`config.mk`:
```
export PLATFORM = sky130hd
export DESIGN_NAME = complex_mult_pipe
export DESIGN_NICKNAME = d
export VERILOG_FILES = /design/src/rtl/complex_mult_pipe.sv
export SDC_FILE = /design/constraint.sdc
export NUM_CORES = 2
export LEC_CHECK = 0
export BUFFER_PORTS_ARGS = -buffer_cell sky130_fd_sc_hd__buf_2
export CAP_MARGIN = 20
export CORE_MARGIN = 10
export CORE_UTILIZATION = 41
export DETAILED_ROUTE_END_ITERATION = 12
export PLACE_DENSITY_LB_ADDON = 0.3
export SETUP_SLACK_MARGIN = 0.02
export SLEW_MARGIN = 20
export SYNTH_ARGS = -nofsm -noshare
export SYNTH_HDL_FRONTEND = slang
export SYNTH_SLANG_ARGS = --single-unit
```
`constraint.sdc`:
```
create_clock -name clk -period 20.2 [get_ports clk]
set_clock_uncertainty 0.15 [all_clocks]
set_input_delay 0 -clock clk [delete_from_list [all_inputs] [get_ports clk]]
set_output_delay 0 -clock clk [all_outputs]
set_load 0.01 [all_outputs]
```
`src/rtl/complex_mult_pipe.sv`:
```
// Three-stage pipelined complex multiplier (A*B or A*conj(B)) in signed Q format,
// with optional rounding, saturation and a sticky overflow flag.
module complex_mult_pipe #(
   parameter int WIDTH       = 16,
   parameter int FIXED_POINT = 11,
   parameter int ROUND       = 0,
   parameter int SATURATE    = 1
) (
   input  logic                    clk,
   input  logic                    rst,
   input  logic signed [WIDTH-1:0] In_One_Re,
   input  logic signed [WIDTH-1:0] In_One_Im,
   input  logic signed [WIDTH-1:0] In_Two_Re,
   input  logic signed [WIDTH-1:0] In_Two_Im,
   input  logic                    Conj,
   input  logic                    In_Valid,
   output logic                    In_Ready,
   output logic signed [WIDTH-1:0] Out_Re,
   output logic signed [WIDTH-1:0] Out_Im,
   output logic                    Out_Valid,
   input  logic                    Out_Ready,
   output logic                    Ovf,
   input  logic                    Clr_Ovf
);

   localparam int PW = 2*WIDTH + 1;
   localparam int FW = 2*WIDTH + 2;
   localparam logic signed [FW-1:0] RND =
      FW'((ROUND != 0) ? ((64'd1 << FIXED_POINT) >> 1) : 64'd0);

   logic                    advance;
   logic                    valid1_q, valid2_q, valid3_q;
   logic signed [WIDTH-1:0] a_q, b_q, c_q;
   logic signed [WIDTH:0]   d_q, d_d;
   logic signed [PW-1:0]    ac_q, bd_q, ad_q, bc_q;
   logic signed [PW-1:0]    ac_d, bd_d, ad_d, bc_d;
   logic signed [PW-1:0]    aX, bX, cX, dX;
   logic signed [FW-1:0]    reSum, imSum, reShift, imShift;
   logic [WIDTH:0]          reFit, imFit;
   logic signed [WIDTH-1:0] outRe_q, outIm_q;
   logic                    ovf_q, ovfSet;

   // Result fitting: MSB flags out-of-range, low bits are the clamped or wrapped value
   function automatic logic [WIDTH:0] fitResult(input logic signed [FW-1:0] v);
      logic [FW-WIDTH:0] top;
      logic              over;
      logic [WIDTH-1:0]  r;
      top  = v[FW-1:WIDTH-1];
      over = !((&top) || !(|top));
      if (over && (SATURATE != 0))
         r = v[FW-1] ? {1'b1, {(WIDTH-1){1'b0}}} : {1'b0, {(WIDTH-1){1'b1}}};
      else
         r = v[WIDTH-1:0];
      return {over, r};
   endfunction

   assign advance   = ~valid3_q | Out_Ready;
   assign In_Ready  = advance;
   assign Out_Valid = valid3_q;
   assign Out_Re    = outRe_q;
   assign Out_Im    = outIm_q;
   assign Ovf       = ovf_q;

   // Conjugation is applied one bit wider so that negating the most negative value is exact
   always_comb begin
      d_d = {In_Two_Im[WIDTH-1], In_Two_Im};
      if (Conj)
         d_d = -{In_Two_Im[WIDTH-1], In_Two_Im};
   end

   always_ff @(posedge clk or posedge rst) begin
      if (rst) begin
         valid1_q <= 1'b0;
         a_q      <= '0;
         b_q      <= '0;
         c_q      <= '0;
         d_q      <= '0;
      end else if (advance) begin
         valid1_q <= In_Valid;
         a_q      <= In_One_Re;
         b_q      <= In_One_Im;
         c_q      <= In_Two_Re;
         d_q      <= d_d;
      end
   end

   always_comb begin
      aX   = {{(PW-WIDTH){a_q[WIDTH-1]}}, a_q};
      bX   = {{(PW-WIDTH){b_q[WIDTH-1]}}, b_q};
      cX   = {{(PW-WIDTH){c_q[WIDTH-1]}}, c_q};
      dX   = {{(PW-WIDTH-1){d_q[WIDTH]}}, d_q};
      ac_d = aX * cX;
      bd_d = bX * dX;
      ad_d = aX * dX;
      bc_d = bX * cX;
   end

   always_ff @(posedge clk or posedge rst) begin
      if (rst) begin
         valid2_q <= 1'b0;
         ac_q     <= '0;
         bd_q     <= '0;
         ad_q     <= '0;
         bc_q     <= '0;
      end else if (advance) begin
         valid2_q <= valid1_q;
         ac_q     <= ac_d;
         bd_q     <= bd_d;
         ad_q     <= ad_d;
         bc_q     <= bc_d;
      end
   end

   always_comb begin
      reSum   = {ac_q[PW-1], ac_q} - {bd_q[PW-1], bd_q};
      imSum   = {ad_q[PW-1], ad_q} + {bc_q[PW-1], bc_q};
      reShift = (reSum + RND) >>> FIXED_POINT;
      imShift = (imSum + RND) >>> FIXED_POINT;
      reFit   = fitResult(reShift);
      imFit   = fitResult(imShift);
      ovfSet  = advance & valid2_q & (reFit[WIDTH] | imFit[WIDTH]);
   end

   // Output data only moves for valid slots so a bubble leaves the last result visible
   always_ff @(posedge clk or posedge rst) begin
      if (rst) begin
         valid3_q <= 1'b0;
         outRe_q  <= '0;
         outIm_q  <= '0;
      end else if (advance) begin
         valid3_q <= valid2_q;
         if (valid2_q) begin
            outRe_q <= reFit[WIDTH-1:0];
            outIm_q <= imFit[WIDTH-1:0];
         end
      end
   end

   always_ff @(posedge clk or posedge rst) begin
      if (rst)
         ovf_q <= 1'b0;
      else
         ovf_q <= ovfSet | (ovf_q & ~Clr_Ovf);
   end

endmodule

```
Yosys cells after proc, flatten, opt, wreduce, memory -nomap -nowiden

Cells that the tools add are included.

Bits in registers: 231
Input port bits: 70
Output and inout port bits: 35
Logic and storage cells: 45

Add/sub/neg operators: 3
$mul: 4
Mux-type cells: 5
Bitwise operators: 8
Reductions and logical operators: 11

Operator list:

| operator         | count |
|---|---|
| $mul 16x17->33   | 2 |
| $mul 16x16->32   | 2 |
| $mux 16          | 4 |
| $add 33x32->34   | 1 |
| $sub 32x33->34   | 1 |
| $mux 17          | 1 |
| $neg 17->17      | 1 |
| $reduce_and 8->1 | 2 |
| $reduce_or 8->1  | 2 |
| $logic_not 1->1  | 4 |
| $and 1x1->1      | 3 |
| $or 1x1->1       | 3 |
| $logic_or 1x1->1 | 2 |
| $not 1->1        | 2 |
| $reduce_and 2->1 | 1 |

Depth between registers and ports, before layout

Depth in word-level cells: 8
Depth in mapped cells: 27

Least setup slack after synthesis

Ideal clock, no wire load.

Path type: register to register
Start: reg b_q[15]
End: reg, netlist name bc_q[31]
Library setup time: 0.137 ns
Arrival time: 6.507 ns
Data required time: 19.913 ns
Path slack: 13.406 ns
Cell stages (with the launch flop): 26
Buffers on the path: 2
Clock period less this slack: 6.794 ns
Cells stage by stage: dfrtp_1 -> clkbuf_1 -> clkbuf_1 -> nand2_1 -> inv_1 -> fa_1 -> inv_1 -> fa_1 -> fa_1 -> inv_1 -> fa_1 -> fa_1 -> inv_1 -> fa_1 -> inv_1 -> ha_1 -> a21o_1 -> a2111o_1 -> a211o_1 -> a21oi_1 -> o221a_2 -> o31ai_1 -> or4_1 -> a31oi_1 -> xnor2_1 -> a21oi_1

Word-level cells in the longest chain between the ends: 1

RTL lines:

| what                   | RTL line | source |
|---|---|---|
| start, declared        | 33       | `logic signed [WIDTH-1:0] a_q, b_q, c_q;` |
| start signal, assigned | 81       | `b_q <= In_One_Im;` |
| $mul 16x16->32         | 95       | `bc_d = bX * cX;` |

Every way passes these cells.
A chain may end at the register's enable or synchronous reset.

Worst setup path after layout

Start: reg c_q[15]
End: reg bc_q[30]

Word-level cells in the longest chain between the ends: 1

RTL lines:

| what                   | RTL line | source |
|---|---|---|
| start, declared        | 33       |  |
| start signal, assigned | 82       | `c_q <= In_Two_Re;` |
| $mul 16x16->32         | 95       |  |
| end signal, assigned   | 104      | `bc_q <= '0;` |
| end signal, assigned   | 110      | `bc_q <= bc_d;` |
| end, declared          | 35       | `logic signed [PW-1:0] ac_q, bd_q, ad_q, bc_q;` |

Every way passes these cells.

==> impl_summary.log <==
[metrics] Hold Violations, Final: 0
[metrics] placer's final routability congestion estimate: 0.862
[metrics] category of the worst setup path capture point: register
[metrics] synthesized instance count: 5698
[metrics] final critical delay including setup and external delays: 8270 ps
[metrics] maximum fanout encountered on the critical timing path: 15
[metrics] startpoint types: register
[metrics] effective utilization at floorplan: 0.414
[metrics] cell area after synthesis: 51500 sq um
[metrics] type of the tightest min-delay check: input pin to register
[metrics] biggest area contributors in the synthesized netlist: sky130_fd_sc_hd__fa_1 (42%), sky130_fd_sc_hd__dfrtp_1 (11%), sky130_fd_sc_hd__ha_1 (9.6%), sky130_fd_sc_hd__inv_1 (9.0%), sky130_fd_sc_hd__and2_1 (6.2%)
[metrics] leading cell types in the layout, fill and taps excluded: sky130_fd_sc_hd__inv_1 (1233), sky130_fd_sc_hd__fa_1 (1076), sky130_fd_sc_hd__nand2_1 (831), sky130_fd_sc_hd__and2_1 (513), sky130_fd_sc_hd__ha_1 (397)
[metrics] clock-pin slew of the registers on the worst-case setup and hold paths: 60 ps
[metrics] CTS tree: built
[metrics] clock tree root buffer cell: sky130_fd_sc_hd__clkbuf_16
[metrics] synthesized netlist net count: 7241
[metrics] Syn Area/Cell: 9.03 sq um
[metrics] Clock Tree Buf Depth: 3
[metrics] minimum setup slack in the final design: 11930 ps
[metrics] Die Wd: 374 um
[metrics] number of violations reported at the end of detailed-routing iteration 0: 2552
[metrics] number of flip-flops and latches in the synthesized netlist: 231
[metrics] Distinct cells, synth: 79
[metrics] post-synth top area share: 0.418
[metrics] Post-CTS Hold Buffers: 116
[metrics] asr flop ratio synth: 1.00
[metrics] actual slew at the worst max-slew pin: 1010 ps
[metrics] vias per cell: 5.10
[metrics] CTS-repair resized insts: 0
[metrics] post-DP HPWL: 106 mm
[metrics] arrival time at the worst endpoint: 8560 ps
[metrics] CP Class: register to register
[metrics] fraction of layout cells with a size suffix above 1: 0.0481
[metrics] run status: finished, final reports clean
[metrics] first-pass iteration count of the detailed router: 7
[metrics] footprint of the multi-input gates: 40100 sq um
[metrics] worst reg-to-reg setup slack: 11930 ps
[metrics] Post-synth EDFFs: 0
[metrics] area added between synthesis and finish: 9.07%
[metrics] overall routed net length: 138 mm
[metrics] routed vias: 37900
[metrics] Final Slew Violations: 0
[metrics] unrepaired setup endpoints after global routing: false
[metrics] commonest non-fill, non-tap cell in the layout: sky130_fd_sc_hd__inv_1
[metrics] total negative slack: 0 ps
[metrics] number of placement rows: 129
[metrics] predominant post-synthesis flop cell: sky130_fd_sc_hd__dfrtp_1
[metrics] count of maximum capacitance violations: 0
[metrics] routed wire length per instance: 18.6 um
[metrics] highest achievable clock rate: 121 MHz
[metrics] area post-placement: 53700 sq um
[metrics] post-place setup slack: 12060 ps
[metrics] Final Setup Violations: 0
[metrics] smallest hold slack: 38.1 ps
[metrics] Worst EP required: 20490 ps
[metrics] # Post-CTS Setup Buffers: 0
[metrics] post-route fraction of the period consumed by the critical path: 0.409
[metrics] die area: 140000 sq um
[metrics] Seq. cell area: 5790 sq um
[metrics] insertion delay of the later-clocked pin in the worst-skew pair: 600 ps
[metrics] Die H: 374 um
[metrics] remaining max-slew budget at the tightest pin: 0.324
[metrics] placeable core area: 124000 sq um
[metrics] initial antenna violation count: 0
[metrics] fin nets: 7320
[metrics] pin count of the biggest net entering global routing: 86
[metrics] remaining global-route overflow: 0
[metrics] number of H-tree levels: 2
[metrics] antenna viol nets, final: 0
[metrics] clock buffers created by TritonCTS: 37
[metrics] Synth warnings: 0
[metrics] final non-filler cell area: 56100 sq um
[metrics] leading area contributor after synthesis: sky130_fd_sc_hd__fa_1
[metrics] I/O pin count: 105
[metrics] total routing usage reported by global routing: 0.202
[metrics] via count of the first global-routing pass: 40200
[metrics] input/output buffers: 104
[metrics] clock net sink count: 231
[metrics] first-pass GRT wire length: 226 mm
[metrics] count of filler cells inserted in the layout: 12100
[metrics] portion of the post-synthesis area used by sequential elements: 0.112
[metrics] residual DRC count: 0
-- final timing paths --
check                        startpoint    endpoint  cells after the start
setup / recovery                c_q[15]    bc_q[30]                     21
hold / removal             In_One_Im[8]      b_q[8]                      4
setup reg to reg                c_q[15]    bc_q[30]                     21
hold reg to reg                 ac_q[0]     ac_q[0]                      2
max in group asynchronous           rst      b_q[9]                      6
min in group asynchronous           rst  Out_Re[10]                      4
-- layer usage --
layer	up-vias	GRT usage	routed length [um]
met5	-	0	0
met4	0	0.0632	4640
met3	212	0.0378	10400
met2	1240	0.317	62900
met1	19300	0.281	60600
li1	17200	-	-
-- cell families (layout without fill, tap and decap cells) --
kind of cell | count (synthesis) | after routing | share of synthesized area
and+or+nand+nor | 1734 | 1734 | 0.160
buffers and inverters | 1488 | 1595 | 0.109
adders and majority gates | 1473 | 1473 | 0.515
AOI/OAI and AO/OA | 579 | 579 | 0.0708
DFF | 231 | 231 | 0.112
xor gates and xnor gates | 188 | 188 | 0.0320
muxes | 5 | 5 | 0.00102
other | 0 | 1 | 0
-- area by class of cell --
type,count,area share
antenna,1,0.0000446
clock buffer,46,0.0187
clock inverter,21,0.00484
inverter,1236,0.0829
multi-input combinational,3979,0.714
sequential,231,0.103
tap,1637,0.0365
timing repair buffer,292,0.0396
-- synthesized netlist by cell type, types with 13 or more instances --
| library cell | number |
|---|---|
| sky130_fd_sc_hd__a211oi_1 | 14 |
| sky130_fd_sc_hd__a21o_1 | 60 |
| sky130_fd_sc_hd__a21oi_1 | 197 |
| sky130_fd_sc_hd__a31oi_1 | 13 |
| sky130_fd_sc_hd__and2_1 | 514 |
| sky130_fd_sc_hd__and3_1 | 17 |
| sky130_fd_sc_hd__clkbuf_1 | 237 |
| sky130_fd_sc_hd__dfrtp_1 | 231 |
| sky130_fd_sc_hd__fa_1 | 1076 |
| sky130_fd_sc_hd__ha_1 | 397 |
| sky130_fd_sc_hd__inv_1 | 1235 |
| sky130_fd_sc_hd__nand2_1 | 831 |
| sky130_fd_sc_hd__nand2b_1 | 36 |
| sky130_fd_sc_hd__nand3_1 | 29 |
| sky130_fd_sc_hd__nand4_1 | 13 |
| sky130_fd_sc_hd__nor2_1 | 203 |
| sky130_fd_sc_hd__nor2b_1 | 19 |
| sky130_fd_sc_hd__nor3_1 | 28 |
| sky130_fd_sc_hd__o21a_1 | 20 |
| sky130_fd_sc_hd__o21ai_0 | 127 |
| sky130_fd_sc_hd__o21bai_1 | 27 |
| sky130_fd_sc_hd__o22a_1 | 15 |
| sky130_fd_sc_hd__o31ai_1 | 17 |
| sky130_fd_sc_hd__xnor2_1 | 105 |
| sky130_fd_sc_hd__xor2_1 | 83 |
-- registers in the layout, indices dropped and copies added, names as in the netlist --
| name | flops |
|---|---|
| b_q | 16 |
| valid1_q | 1 |
| bd_q | 33 |
| Out_Re | 16 |
| d_q | 17 |
| ac_q | 32 |
| ad_q | 33 |
| Out_Im | 16 |
| valid2_q | 1 |
| c_q | 16 |
| Ovf | 1 |
| Out_Valid | 1 |
| bc_q | 32 |
| a_q | 16 |
-- worst max-delay path: stages, from the launching register on --
cell and delay, ps:
sky130_fd_sc_hd__dfrtp_1 850, sky130_fd_sc_hd__clkinv_1 700, sky130_fd_sc_hd__buf_4 430, sky130_fd_sc_hd__nor2_1 140, sky130_fd_sc_hd__fa_1 440, sky130_fd_sc_hd__fa_1 510, sky130_fd_sc_hd__fa_1 420, sky130_fd_sc_hd__fa_1 490
sky130_fd_sc_hd__fa_1 500, sky130_fd_sc_hd__inv_1 50, sky130_fd_sc_hd__fa_1 480, sky130_fd_sc_hd__inv_1 40, sky130_fd_sc_hd__ha_1 330, sky130_fd_sc_hd__a21o_1 190, sky130_fd_sc_hd__a2111o_1 450, sky130_fd_sc_hd__o21a_1 200
sky130_fd_sc_hd__o31ai_1 680, sky130_fd_sc_hd__o211ai_1 290, sky130_fd_sc_hd__a221o_1 360, sky130_fd_sc_hd__a21oi_1 170, sky130_fd_sc_hd__xor2_1 150, sky130_fd_sc_hd__o21ai_0 90
-- per-stage QoR --
| step | util | std cells |
|---|---|---|
| floorplan | - | 5698 |
| global placement | 0.432 | 7259 |
| detailed placement | 0.432 | 7259 |
| CTS | 0.452 | 7442 |
| global route | 0.452 | 7442 |
| finish | 0.452 | 7443 |
Power is left out: the tool's default activity adds up to more than one toggle a clock period on the data nets, which glitch-free logic cannot reach.
